### config.mk
export PLATFORM = sky130hd
export DESIGN_NAME = ddr_writer
export DESIGN_NICKNAME = d
export VERILOG_FILES = /design/src/rtl/ddr_writer.sv
export SDC_FILE = /design/constraint.sdc
export NUM_CORES = 1
export LEC_CHECK = 0
export ABC_AREA = 1
export BUFFER_PORTS_ARGS = -buffer_cell sky130_fd_sc_hd__clkbuf_2
export CORE_AREA = 2 2 204 206
export DETAILED_ROUTE_END_ITERATION = 12
export DIE_AREA = 0 0 206 208
export GPL_TIMING_DRIVEN = 0
export PLACE_DENSITY = 0.74
export SETUP_SLACK_MARGIN = 0.02
export SLEW_MARGIN = 20
export SYNTH_ARGS = -nofsm -noshare
export SYNTH_HDL_FRONTEND = slang
export SYNTH_SLANG_ARGS = --single-unit
export TNS_END_PERCENT = 1
### constraint.sdc
create_clock -name clk -period 4.7 [get_ports clk]
set_input_delay 0.705 -clock clk [delete_from_list [all_inputs] [get_ports clk]]
set_output_delay 0.705 -clock clk [all_outputs]
set_load 0.05 [all_outputs]
### src/rtl/ddr_writer.sv
// Drains conv-unit output buffers round-robin into 64-bit beats and sequences master-write commands.
// Optional statistics counters are enabled with `define DDR_WRITER_STATS_EN.
module ddr_writer #(
    parameter int unsigned N_CONV_UNIT = 4,
    parameter int unsigned DATA_WIDTH  = 64,
    parameter int unsigned ADDR_WIDTH  = 32,
    parameter int unsigned BURST_LEN   = 16,
    parameter int unsigned UNIT_BURSTS = 16
) (
    input  logic                              clk,
    input  logic                              rstn,
    input  logic                              cfg_valid,
    input  logic [63:0]                       cfg_data,
    output logic                              cfg_ready,
    input  logic [N_CONV_UNIT-1:0]            ob_empty,
    input  logic [N_CONV_UNIT*DATA_WIDTH-1:0] ob_dout,
    output logic [N_CONV_UNIT-1:0]            ob_rd_en,
    output logic                              m_axis_tvalid,
    output logic [DATA_WIDTH-1:0]             m_axis_tdata,
    input  logic                              m_axis_tready,
    output logic                              WSTART_REG,
    output logic [ADDR_WIDTH-1:0]             WADDR_REG,
    output logic [31:0]                       WNBURST_REG,
    input  logic                              WDONE_REG,
    output logic                              done,
    output logic [31:0]                       stat_beats,
    output logic [31:0]                       stat_stall
);

    localparam int unsigned SEL_W = (N_CONV_UNIT > 1) ? $clog2(N_CONV_UNIT) : 1;
    localparam int unsigned BYTES_PER_BURST = BURST_LEN * DATA_WIDTH / 8;

    typedef enum logic [2:0] {StIdle, StInit, StXfer, StIncr, StFin} state_t;

    state_t                  state_q, state_d;
    logic                    cfg_ready_q;
    logic [ADDR_WIDTH-1:0]   base_q, addr_q;
    logic [17:0]             nbursts_q, rema_q, chunk_q;
    logic [24:0]             valid_beats_q, total_beats_q;
    logic [11:0]             beats_sent_q, chunk_beats_q;
    logic [SEL_W-1:0]        sel_q;
    logic                    tvalid_q;
    logic [DATA_WIDTH-1:0]   tdata_q;
    logic                    wdone_seen_q;

    logic [DATA_WIDTH-1:0]   heads [N_CONV_UNIT];
    logic [24:0]             cfg_last_beats, cfg_valid_beats;
    logic [17:0]             chunk_src, chunk_next;
    logic                    accept, data_phase, cur_empty, room, hs, load, pop, xfer_done;
    logic                    unused_cfg;

    assign unused_cfg = ^cfg_data[63:57];

    always_comb begin
        for (int i = 0; i < N_CONV_UNIT; i++) begin
            heads[i] = ob_dout[i*DATA_WIDTH +: DATA_WIDTH];
        end
    end

    // A last-burst byte count of 0 stands for a full burst.
    assign cfg_last_beats  = (cfg_data[38:32] == 7'd0) ? 25'(BURST_LEN)
                                                       : (25'(cfg_data[38:32]) + 25'd7) >> 3;
    assign cfg_valid_beats = (25'(cfg_data[56:39]) - 25'd1) * 25'(BURST_LEN) + cfg_last_beats;

    assign accept     = (state_q == StIdle) & cfg_ready_q & cfg_valid;
    assign chunk_src  = (state_q == StInit) ? nbursts_q : rema_q;
    assign chunk_next = (chunk_src > 18'(UNIT_BURSTS)) ? 18'(UNIT_BURSTS) : chunk_src;
    assign data_phase = total_beats_q < valid_beats_q;
    assign cur_empty  = ob_empty[sel_q];
    assign room       = (beats_sent_q + {11'd0, tvalid_q}) < chunk_beats_q;
    assign hs         = tvalid_q & m_axis_tready;
    assign load       = (state_q == StXfer) & room & (~tvalid_q | m_axis_tready)
                        & (~data_phase | ~cur_empty);
    assign pop        = load & data_phase;
    assign xfer_done  = (WDONE_REG | wdone_seen_q) & (beats_sent_q == chunk_beats_q);

    always_comb begin
        state_d = state_q;
        unique case (state_q)
            StIdle: if (accept) state_d = StInit;
            StInit: state_d = (nbursts_q == 18'd0) ? StFin : StXfer;
            StXfer: if (xfer_done) state_d = (rema_q != 18'd0) ? StIncr : StFin;
            StIncr: state_d = StXfer;
            StFin:  state_d = StIdle;
            default: state_d = StIdle;
        endcase
    end

    always_ff @(posedge clk or negedge rstn) begin
        if (!rstn) begin
            state_q     <= StIdle;
            cfg_ready_q <= 1'b0;
        end else begin
            state_q     <= state_d;
            cfg_ready_q <= (state_d == StIdle);
        end
    end

    always_ff @(posedge clk or negedge rstn) begin
        if (!rstn) begin
            base_q        <= '0;
            addr_q        <= '0;
            nbursts_q     <= '0;
            rema_q        <= '0;
            chunk_q       <= '0;
            valid_beats_q <= '0;
            total_beats_q <= '0;
            beats_sent_q  <= '0;
            chunk_beats_q <= '0;
            sel_q         <= '0;
            tvalid_q      <= 1'b0;
            tdata_q       <= '0;
            wdone_seen_q  <= 1'b0;
        end else begin
            if (accept) begin
                base_q        <= cfg_data[ADDR_WIDTH-1:0];
                nbursts_q     <= cfg_data[56:39];
                valid_beats_q <= cfg_valid_beats;
            end
            if (state_q == StInit || state_q == StIncr) begin
                chunk_q       <= chunk_next;
                rema_q        <= chunk_src - chunk_next;
                chunk_beats_q <= 12'(chunk_next * BURST_LEN);
                beats_sent_q  <= '0;
                wdone_seen_q  <= 1'b0;
                addr_q        <= (state_q == StInit) ? base_q
                                 : addr_q + ADDR_WIDTH'(chunk_q * BYTES_PER_BURST);
            end
            if (state_q == StInit) begin
                sel_q         <= '0;
                total_beats_q <= '0;
            end
            if (state_q == StXfer && WDONE_REG) begin
                wdone_seen_q <= 1'b1;
            end
            if (hs) begin
                beats_sent_q <= beats_sent_q + 12'd1;
            end
            if (load) begin
                tvalid_q      <= 1'b1;
                tdata_q       <= data_phase ? heads[sel_q] : '0;
                total_beats_q <= total_beats_q + 25'd1;
                if (data_phase) begin
                    sel_q <= (sel_q == SEL_W'(N_CONV_UNIT - 1)) ? '0 : sel_q + 1'b1;
                end
            end else if (hs) begin
                tvalid_q <= 1'b0;
            end
        end
    end

    always_comb begin
        ob_rd_en = '0;
        if (pop) ob_rd_en[sel_q] = 1'b1;
    end

    assign cfg_ready     = cfg_ready_q;
    assign m_axis_tvalid = tvalid_q;
    assign m_axis_tdata  = tdata_q;
    assign WSTART_REG    = (state_q == StXfer);
    assign WADDR_REG     = WSTART_REG ? addr_q : '0;
    assign WNBURST_REG   = WSTART_REG ? 32'(chunk_q) : 32'd0;
    assign done          = (state_q == StFin);

`ifdef DDR_WRITER_STATS_EN
    logic [31:0] stat_beats_q, stat_stall_q;

    always_ff @(posedge clk or negedge rstn) begin
        if (!rstn) begin
            stat_beats_q <= '0;
            stat_stall_q <= '0;
        end else if (state_q == StInit) begin
            stat_beats_q <= '0;
            stat_stall_q <= '0;
        end else begin
            if (hs && stat_beats_q != '1) stat_beats_q <= stat_beats_q + 32'd1;
            if (state_q == StXfer && data_phase && cur_empty && stat_stall_q != '1) begin
                stat_stall_q <= stat_stall_q + 32'd1;
            end
        end
    end

    assign stat_beats = stat_beats_q;
    assign stat_stall = stat_stall_q;
`else
    assign stat_beats = '0;
    assign stat_stall = '0;
`endif

endmodule

==> impl_metrics.env <==
export IMPL_coreArea_um2=40600
export IMPL_final_area_um2=21200
export IMPL_cts_made_buffers=30
export IMPL_synth_area_top_cells="dfrtp_1 (37%), nand2_1 (12%), o21ai_0 (7.5%), nor2_1 (7.3%), inv_1 (5.1%)"
export IMPL_yosysTopAreaCell="dfrtp_1"
export IMPL_first_global_vias=18300
export IMPL_finalSetupViolations=0
export IMPL_r2r_setup_slack_ns=1.41
export IMPL_period_minus_slack_ns=4.27
export IMPL_stdcell_count=3527
export IMPL_end_kind="output port"
export IMPL_routed_wl_mm=70.1
export IMPL_rsz0062_at_grt="no"
export IMPL_vias=18600
export IMPL_fmax_mhz=234
export IMPL_grt_max_degree=89
export IMPL_placed_area_um2=20100
export IMPL_rr_endpoint="m_axis_tdata[39]$_DFFE_PN0P_"
export IMPL_status="finished, final reports clean"
export IMPL_drv_slew=0
export IMPL_seq_area_frac_synth=0.373
export IMPL_synth_cell_type_count=51
export IMPL_setup_slack_ns=0.432
export IMPL_p_leak_nw=11.2
export IMPL_gp_congestion=1.03
export IMPL_cts_tree="built"
export IMPL_dieArea_um2=42800
export IMPL_row_count=74
export IMPL_drtPass1Iterations=6
export IMPL_via_per_inst=5.28
export IMPL_drive_gt1_frac=0.210
export IMPL_clkTransAtPathRegs_ns=0.06
export IMPL_drc=0
export IMPL_power_mw=13.6
export IMPL_fp_dieH_um=208
export IMPL_hpwl_mm=56.9
export IMPL_max_slew_margin=0.415
export IMPL_tightest_slew_ns=0.878
export IMPL_cts_sinks=251
export IMPL_yosys_warnings=0
export IMPL_ys_seq_elements=251
export IMPL_drtIter0Drc=1582
export IMPL_finalCritPeriodShare=0.908
export IMPL_fin_nets=3344
export IMPL_cp_max_fo=9
export IMPL_syn_inst=2397
export IMPL_postCtsHoldBufs=0
export IMPL_grtUsageTotal=0.322
export IMPL_place_ws_ns=0.663
export IMPL_max_cap_viol_count=0
export IMPL_yosys_most_used_dff="dfrtp_1"
export IMPL_pin_count=529
export IMPL_tns_ns=0
export IMPL_finalHoldViolations=0
export IMPL_fp_dieW_um=206
export IMPL_cts_buffer_depth=3
export IMPL_grt_overflow=0
export IMPL_antenna_found_initial=24
export IMPL_worstPathRequired_ns=3.99
export IMPL_ys_async_sr_fraction=1.00
export IMPL_cp_start_kind="flip-flop"
export IMPL_initial_core_util=0.415
export IMPL_synth_top_area_share=0.373
export IMPL_port_buffers=443
export IMPL_arrival_ns=3.56
export IMPL_h_tree_depth=1
export IMPL_regArea_um2=6280
export IMPL_syn_avg_cell_area_um2=7.03
export IMPL_grt_pass1_wl_mm=106
export IMPL_area_delta_synth_final_pct=26.1
export IMPL_cts_root_buf="clkbuf_16"
export IMPL_synth_edf_count=0
export IMPL_synthesis_area_um2=16800
export IMPL_multi_input_area_um2=8910
export IMPL_placed_cells=3453
export IMPL_clk_latency_ns=0.57
export IMPL_critical_path_class="flip-flop to output port"
export IMPL_ant_nets=0
export IMPL_reg2regPathDepth=19
export IMPL_power_density_nw_per_um2=642
export IMPL_min_path_type="input port to asynchronous set/reset pin"
export IMPL_wl_per_cell_um=19.9
export IMPL_fillers=4148
export IMPL_r2r_start="beats_sent_q[3]$_DFFE_PN0P_"
export IMPL_finalClockSkew_ns=0.00947
export IMPL_ir_worst_vdd_mv=0.432
[layout make-up]
type                            instances  area share
Multi-Input combinational cell       1792       0.419
Sequential cell                       251       0.296
Timing Repair Buffer                  447       0.110
Buffer                                195      0.0502
Clock buffer                           44      0.0421
Inverter                              236      0.0417
Tap cell                              532      0.0313
Clock inverter                         10     0.00736
Antenna cell                           20     0.00236
[worst max path at each step]
stage                                      from                            to  slack (ns)  depth (start not counted)
global placement                           rstn  m_axis_tdata[45]$_DFFE_PN0P_       -2.41                          1
finish              beats_sent_q[3]$_DFFE_PN0P_                   ob_rd_en[1]        0.43                         17
CTS                 beats_sent_q[4]$_DFFE_PN0P_                   ob_rd_en[3]        0.05                         17
global route        beats_sent_q[3]$_DFFE_PN0P_                   ob_rd_en[1]        0.04                         17
floorplan             m_axis_tvalid$_DFFE_PN0P_                   ob_rd_en[0]        0.93                         14
detailed placement  beats_sent_q[4]$_DFFE_PN0P_                   ob_rd_en[3]        0.66                         17
[flip-flops by register name (all words and copies together) (netlist names)]
register and count:
addr_q 32, base_q 32, beats_sent_q 12, cfg_ready 1, chunk_q 18, m_axis_tdata 64
m_axis_tvalid 1, nbursts_q 18, rema_q 18, sel_q 2, state_q 3, total_beats_q 25
valid_beats_q 24, wdone_seen_q 1
[critical path: stages (launching register included)]
cell     delay, ns
dfrtp_1       0.42
nand2_1       0.15
nor2_2        0.20
inv_1         0.08
nor4_2        0.18
inv_1         0.06
o21ai_0       0.12
and2_1        0.15
ha_1          0.22
nand2_1       0.07
inv_1         0.10
a21oi_1       0.16
nand3_1       0.12
a31oi_4       0.18
buf_12        0.15
nand4_1       0.17
nor2_1        0.13
buf_2         0.30
[stage by stage]
stage                      util  hold WS (ns)
after floorplan               -         0.409
after global placement    0.494         0.463
after detailed placement  0.496         0.464
after CTS                 0.522         0.106
after global routing      0.523         0.124
final                     0.524        0.0980
[cell families after synthesis]
| kind of cell | count (synthesis) | synth area share |
|---|---|---|
| and+or+nand+nor | 1076 | 0.266 |
| AOI/OAI and AO/OA | 512 | 0.166 |
| buffers and inverters | 432 | 0.116 |
| DFF | 251 | 0.373 |
| xor gates and xnor gates | 62 | 0.0322 |
| adders and majority gates | 62 | 0.0465 |
| other | 2 | 0.000446 |
[cell usage in the layout, fill, tap and decap left out, types with 78 or more instances in the layout]
| master | netlist | layout |
|---|---|---|
| clkbuf_1 | 90 | 95 |
| inv_1 | 229 | 229 |
| nor2_1 | 327 | 326 |
| nand2_1 | 539 | 539 |
| o21ai_0 | 252 | 252 |
| buf_4 | 83 | 83 |
| clkbuf_2 | 0 | 438 |
| o21ai_1 | 78 | 78 |
| nand3_1 | 89 | 89 |
| dfrtp_1 | 251 | 250 |
| conb_1 | 2 | 80 |
[cell usage after synthesis, drive strengths merged, types with 53 or more instances]
cell type    n
clkbuf      90
nand2      544
o21ai      333
nand4       53
inv        233
dfrtp      251
ha          61
nand3       92
o22ai       75
buf        106
nor2       333
a21oi       64
[per-layer routing]
metal | GRT usage | vias to the layer above | wire, um
met5 | 0 | - | 68
met4 | 0.134 | 12 | 2860
met3 | 0.0821 | 146 | 6110
met2 | 0.534 | 809 | 33400
met1 | 0.395 | 8813 | 27700
li1 | - | 8836 | -
[timing repair]
item / 4_1_cts / 5_1_grt
gates resized for setup: 0 / 10
buffers inserted: 0 / 1
setup endpoints to repair: 0 / 4
[power by group]
| group | internal [mW] | switching [mW] |
|---|---|---|
| logic | 2.02 | 5.56 |
| registers | 2.99 | 0.583 |
| clock network | 1.53 | 0.971 |
| total | 6.53 | 7.11 |
Power figures use the tool's default switching activity.
